$ cat src/rtl/switch_debouncer.sv
// Switch conditioner: two-flop synchronizer, 4-state debounce FSM, level plus press/release pulses.
// Define SW_AUTOREPEAT_EN to add auto-repeat SW_PRESS pulses while the switch stays pressed.
module switch_debouncer #(
    parameter int DEBOUNCE_CYCLES = 250000,
    parameter bit SW_ACTIVE_HIGH  = 1'b1,
    parameter int REPEAT_DELAY    = 5000000,
    parameter int REPEAT_PERIOD   = 2000000
) (
    input  logic CLK,
    input  logic RST,
    input  logic SW_IN,
    output logic SW_LEVEL,
    output logic SW_PRESS,
    output logic SW_RELEASE
);

    localparam int CNT_W = (DEBOUNCE_CYCLES > 2) ? $clog2(DEBOUNCE_CYCLES) : 1;
    localparam logic [CNT_W-1:0] CNT_LAST = CNT_W'(DEBOUNCE_CYCLES - 1);

    typedef enum logic [1:0] {
        IDLE,
        PRESS_PEND,
        PRESSED,
        RELEASE_PEND
    } state_t;

    generate
        if (DEBOUNCE_CYCLES < 2 || REPEAT_DELAY < 2 || REPEAT_PERIOD < 2) begin : g_bad_params
            $error("switch_debouncer: DEBOUNCE_CYCLES, REPEAT_DELAY and REPEAT_PERIOD must be >= 2");
        end
    endgenerate

    state_t           state;
    logic [CNT_W-1:0] count;
    logic             sw_pressed;
    logic             sync1;
    logic             sync2;

    assign sw_pressed = SW_ACTIVE_HIGH ? SW_IN : ~SW_IN;

`ifdef SW_AUTOREPEAT_EN
    localparam int REP_MAX = (REPEAT_DELAY > REPEAT_PERIOD) ? REPEAT_DELAY : REPEAT_PERIOD;
    localparam int REP_W   = $clog2(REP_MAX);
    localparam logic [REP_W-1:0] DELAY_LAST  = REP_W'(REPEAT_DELAY - 1);
    localparam logic [REP_W-1:0] PERIOD_LAST = REP_W'(REPEAT_PERIOD - 1);

    logic [REP_W-1:0] rep_count;
    logic             repeating;  // first repeat uses REPEAT_DELAY, later ones REPEAT_PERIOD
`endif

    always_ff @(posedge CLK) begin
        if (RST) begin
            sync1 <= 1'b0;
            sync2 <= 1'b0;
        end else begin
            sync1 <= sw_pressed;
            sync2 <= sync1;
        end
    end

    always_ff @(posedge CLK) begin
        if (RST) begin
            state      <= IDLE;
            count      <= '0;
            SW_LEVEL   <= 1'b0;
            SW_PRESS   <= 1'b0;
            SW_RELEASE <= 1'b0;
`ifdef SW_AUTOREPEAT_EN
            rep_count  <= '0;
            repeating  <= 1'b0;
`endif
        end else begin
            // NOTE: pulses default low each cycle so any set below lasts exactly one clock.
            SW_PRESS   <= 1'b0;
            SW_RELEASE <= 1'b0;
            unique case (state)
                IDLE: begin
                    if (sync2) begin
                        state <= PRESS_PEND;
                        count <= '0;
                    end
                end
                PRESS_PEND: begin
                    if (!sync2) begin
                        state <= IDLE;
                        count <= '0;
                    end else if (count == CNT_LAST) begin
                        state    <= PRESSED;
                        count    <= '0;
                        SW_LEVEL <= 1'b1;
                        SW_PRESS <= 1'b1;
`ifdef SW_AUTOREPEAT_EN
                        rep_count <= '0;
                        repeating <= 1'b0;
`endif
                    end else begin
                        count <= count + 1'b1;
                    end
                end
                PRESSED: begin
                    if (!sync2) begin
                        state <= RELEASE_PEND;
                        count <= '0;
                    end else begin
`ifdef SW_AUTOREPEAT_EN
                        if (rep_count == (repeating ? PERIOD_LAST : DELAY_LAST)) begin
                            SW_PRESS  <= 1'b1;
                            rep_count <= '0;
                            repeating <= 1'b1;
                        end else begin
                            rep_count <= rep_count + 1'b1;
                        end
`endif
                    end
                end
                RELEASE_PEND: begin
                    // A release glitch returns to PRESSED with the repeat count untouched.
                    if (sync2) begin
                        state <= PRESSED;
                        count <= '0;
                    end else if (count == CNT_LAST) begin
                        state      <= IDLE;
                        count      <= '0;
                        SW_LEVEL   <= 1'b0;
                        SW_RELEASE <= 1'b1;
`ifdef SW_AUTOREPEAT_EN
                        rep_count  <= '0;
                        repeating  <= 1'b0;
`endif
                    end else begin
                        count <= count + 1'b1;
                    end
                end
            endcase
        end
    end

endmodule

$ cat config.mk
export PLATFORM = sky130hd
export DESIGN_NAME = switch_debouncer
export DESIGN_NICKNAME = d
export VERILOG_FILES = /design/src/rtl/switch_debouncer.sv
export SDC_FILE = /design/constraint.sdc
export NUM_CORES = 1
export LEC_CHECK = 0
export CELL_PAD_IN_SITES_DETAIL_PLACEMENT = 1
export CELL_PAD_IN_SITES_GLOBAL_PLACEMENT = 2
export CORE_ASPECT_RATIO = 1.1
export CORE_MARGIN = 1.5
export CORE_UTILIZATION = 36
export DETAILED_ROUTE_END_ITERATION = 10
export PLACE_DENSITY = 0.77
export SYNTH_ARGS = -nofsm -noshare
export SYNTH_HDL_FRONTEND = slang
export SYNTH_SLANG_ARGS = --single-unit
$ cat constraint.sdc
create_clock -name CLK -period 1.8 [get_ports CLK]
set_input_delay 0.45 -clock CLK [delete_from_list [all_inputs] [get_ports CLK]]
set_output_delay 0.45 -clock CLK [all_outputs]
set_load 0.1 [all_outputs]
Word level (Yosys, flattened, before mapping):

Index checks and enable logic that the tools add are counted.

* equality and inequality tests: 12
* reduce and logical (&&, ||, !) cells: 7
* add/sub/neg operators: 1
* muxes and demuxes: 19
* bitwise gates (word level): 3

Operators by type and width (number)
* 18-bit 2-to-1 mux: 5
* 18-bit case mux with 4 select lines: 1
* 18-bit by 1-bit adder with 18-bit output, second input constant: 1
* 18-bit equality test, second input constant: 1
* 2-bit 2-to-1 mux: 6
* 2-bit != test, second input constant: 6
* 2-bit case mux with 4 select lines: 1
* 3-bit != test, second input constant: 2
* 3-bit OR reduction: 2
* 1-bit 2-to-1 mux: 5
* 5-bit AND reduction: 1
* 2-bit equality test, second input constant: 2
* 4-bit AND reduction: 1
* 1-bit NOT: 3
* 2-bit by 1-bit equality test with 1-bit output, second input constant: 1
* 2-bit logical NOT: 1
* 1-bit case mux with 2 select lines: 1
* 2-bit AND reduction: 1
* 2-bit nonzero test: 1

* output and inout bits: 3
* logic and storage cells: 49
* flip-flop bits (word level): 25

Depth between registers and ports, before layout:

* depth in word-level cells: 4
* gate-level depth with buffers: 7
* mapped depth without buffers: 6

Worst setup path before layout:

OpenSTA, ideal clock, no wires.

* path kind: register to register
* start point: reg count[0]
* end point: reg count[0]
* required time: 1.679 ns
* cell stages (with the launch flop): 7
* buffers on the path: 1
* clock period less this slack: 1.599 ns
* arrival: 1.478 ns
* path slack: 0.201 ns
* cells stage by stage: dfxtp_1 > ha_1 > and3_1 > nand3_1 > o21ba_4 > buf_4 > mux2_2

* word-level cells in the longest chain between the ends: 4

RTL lines
* start, declared: line 34 `logic [CNT_W-1:0] count;`
* start signal, assigned: line 97 `count <= count + 1'b1;`
* start signal, assigned: line 131 `count <= count + 1'b1;`
* 18-bit by 1-bit adder with 18-bit output / 18-bit equality test (equally long branches)
* 18-bit 2-to-1 mux *: line 87, 121
* 18-bit 2-to-1 mux (on tied branches): line 118, 84
* 18-bit case mux with 4 select lines *: line 76 `unique case (state)`

Mark *: on every way between the ends. The rest lies on a longest branch, timed or not.
A chain may end at the register's enable or synchronous reset.

Final worst setup path:

* start point: reg count[4]
* end point: reg count[15]

Same word-level chain as after synthesis.

==> flow_summary.json <==
{
  "outcome": "finished clean",
  "dieArea_um2": 3820,
  "grt_pass1_wl_mm": 5.361,
  "cts_tree": "built",
  "crit_arrival_ps": 1940,
  "grt_pass1_vias": 1184,
  "synth-seq-cells": 25,
  "wirelength_mm": 2.852,
  "max_stage_delay_ps": 470,
  "worstPathMaxFanout": 7,
  "fp.dieH_um": 64.68,
  "synthFlopType": "dfxtp_1",
  "gp_congestion": 0.7982,
  "n_antenna_cell": 0,
  "crit_chain": "nand3_1 > nor3_2 > nand4_1 > a21o_1 > a22o_1",
  "max-slew-margin-rel": 0.8098,
  "netlist_instances": 144,
  "layout_commonest_cell": "dfxtp_1",
  "crit_required_ps": 2040,
  "finalMaxSlewViolations": 0,
  "ios": 6,
  "antenna_found_initial": 0,
  "first_iter_violations": 76,
  "peakVddDrop_mv": 0.3094,
  "total_leakage_power_nw": 0.6106,
  "hold_class": "reg -> reg",
  "h-tree-depth": 1,
  "rows": 22,
  "vias_per_cell": 5.217,
  "async_flop_share": 0,
  "post-cts-setup-buffers": 0,
  "place_ws_ps": -122.1,
  "worst_clock_skew_ps": 6.547,
  "hold_violations": 0,
  "routedWlPerCell_um": 13.45,
  "fin_ws_ps": 99.89,
  "dr.pass1.iters": 4,
  "die_w_um": 59.07,
  "period_share": 0.9445,
  "total_power_mw": 0.9013,
  "synth_edf_count": 0,
  "cts_buffers": 3,
  "fin_nets": 169,
  "grt_max_degree": 18,
  "crit_buf_inv": 0,
  "root_buffer": "clkbuf_4",
  "synth_cell_type_count": 39,
  "clock_latency_ps": 330,
  "r2r_start": "count[4]$_SDFFE_PP0P_",
  "yosysWarningCount": 0,
  "ys_seq_area_frac": 0.4020,
  "syn_area_um2": 1245,
  "startpoint_type": "flop",
  "track_usage": 0.1798,
  "drive_above_1_share": 0.2073,
  "grt-ovfl-total": 0,
  "path_class": "reg -> reg",
  "cp-end-kind": "flop",
  "synth_nets": 148,
  "cts_hold_buffers": 0,
  "cap_violations": 0,
  "cpLargestDelayFamily": "simple AND/OR/NAND/NOR gates",
  "crit_slowest_cell": "dfxtp_1",
  "holdCritStartpoint": "sync1$_SDFF_PP0_",
  "start_util": 0.3738,
  "syn_avg_cell_area_um2": 8.645,
  "drc": 0,
  "post-route-min-period_ps": 1700,
  "cts_max_path_buffers": 2,
  "final_cell_mix": "dfxtp_1 (25), nand3_1 (19), buf_4 (16)",
  "portBuffers": 5,
  "hpwl_mm": 2.248,
  "ant_nets": 0,
  "setup_viol": 0,
  "synthToLayoutAreaGrowth_pct": 23.52,
  "cp-startpoint": "count[4]$_SDFFE_PP0P_",
  "vias": 1106,
  "clock-sinks": 25,
  "power_density_nw_per_um2": 586.1,
  "worst_pin_slew_ps": 282.6,
  "cts.clk_slew.worst_paths_ps": 150,
  "fp.coreArea_um2": 3331,
  "max_freq_ghz": 0.5882,
  "rsz0062_at_grt": "no"
}
-- flip-flops by register name, indices dropped and copies added (netlist names), named ones only --
signal and flops:
count 18, sync1 1, sync2 1, SW_LEVEL 1
SW_RELEASE 1, SW_PRESS 1, state 1
-- Yosys cell counts, types with 2 or more instances --
cell      instances  area (um^2)
clkbuf_1          2        7.510
dfxtp_1          25        500.5
and3_1            7        43.79
nor4_1            2        12.51
nor2_1            6        22.52
a21oi_1           8        40.04
o21ai_0           8        40.04
a22o_1            4        35.03
a31oi_1           2        12.51
nor3_1            3        15.01
nor3_2            2        20.02
buf_4             2        15.01
inv_1             5        18.77
nand4_1           4        25.02
mux2i_1           6        60.06
or2_2             2        12.51
nor2b_1           4        25.02
nand3_1          19        95.09
nand2_1          12        45.04
buf_2             2        10.01
-- through the flow --
stage | instances | TNS, ps | hold WS (ps) | util | instance area [um^2]
3_5_place_dp | 208 | -629.8 | 425.5 | 0.4482 | 1493
6_report | 212 | 0 | 456.9 | 0.4617 | 1538
3_3_place_gp | 208 | -77.89 | 424.7 | 0.4482 | 1493
2_1_floorplan | 144 | 0 | 413.8 | - | 1245
5_1_grt | 212 | 0 | 474.1 | 0.4617 | 1538
4_1_cts | 212 | 0 | 458.3 | 0.4572 | 1523
-- layer usage --
layer / vias up / global-route usage / share of wire
met4: 0 / 0.07386 / 0.0077
met1: 531 / 0.2338 / 0.46
met3: 2 / 0.01796 / 0.021
li1: 561 / - / -
met2: 12 / 0.2986 / 0.51
met5: - / 0 / 0
-- worst paths after layout --
path                                  to  slack [ps]  cells past startpoint
setup / recovery  count[15]$_SDFFE_PP0P_         100                      5
hold reg to reg         sync2$_SDFF_PP0_         460                      1
setup reg to reg  count[15]$_SDFFE_PP0P_         100                      5
hold / removal          sync2$_SDFF_PP0_         460                      1
-- timing repair --
action                                 4_1_cts  5_1_grt
endpoints found under the hold margin        0        0
setup endpoints to repair                    0        6
gates resized for setup                      0        2
-- cell families after synthesis --
family                   after synthesis  synth area share
multiplexers                           7           0.05729
flip-flops                            25            0.4020
AO/OA/AOI/OAI                         25            0.1286
buffers and inverters                 11           0.04121
adder cells (fa/ha/maj)                1           0.01005
XOR/XNOR                               3           0.02714
AND/OR/NAND/NOR                       72            0.3337
-- cell type report --
class	count	area [um^2]
multi-input cells	108	708.2
well taps	48	60.06
clock inverters	1	7.507
fillers	386	1793
inverters	5	18.77
repair buffers	22	220.2
flip-flops and latches	25	500.5
clock buffers	3	22.52
-- worst register-to-register path, stage by stage, from the launching register on --
cell and delay (ps):
dfxtp_1 470, nand3_1 240, nor3_2 320, nand4_1 160, a21o_1 210, a22o_1 210
-- power by group --
part           switching, mW  internal (mW)  leakage [nW]  total [mW]
Sequential           0.00524          0.559         0.202       0.564
Combinational         0.0391         0.0309         0.395      0.0700
Clock                  0.183         0.0849        0.0139       0.267
(Power assumes the default switching activity.)
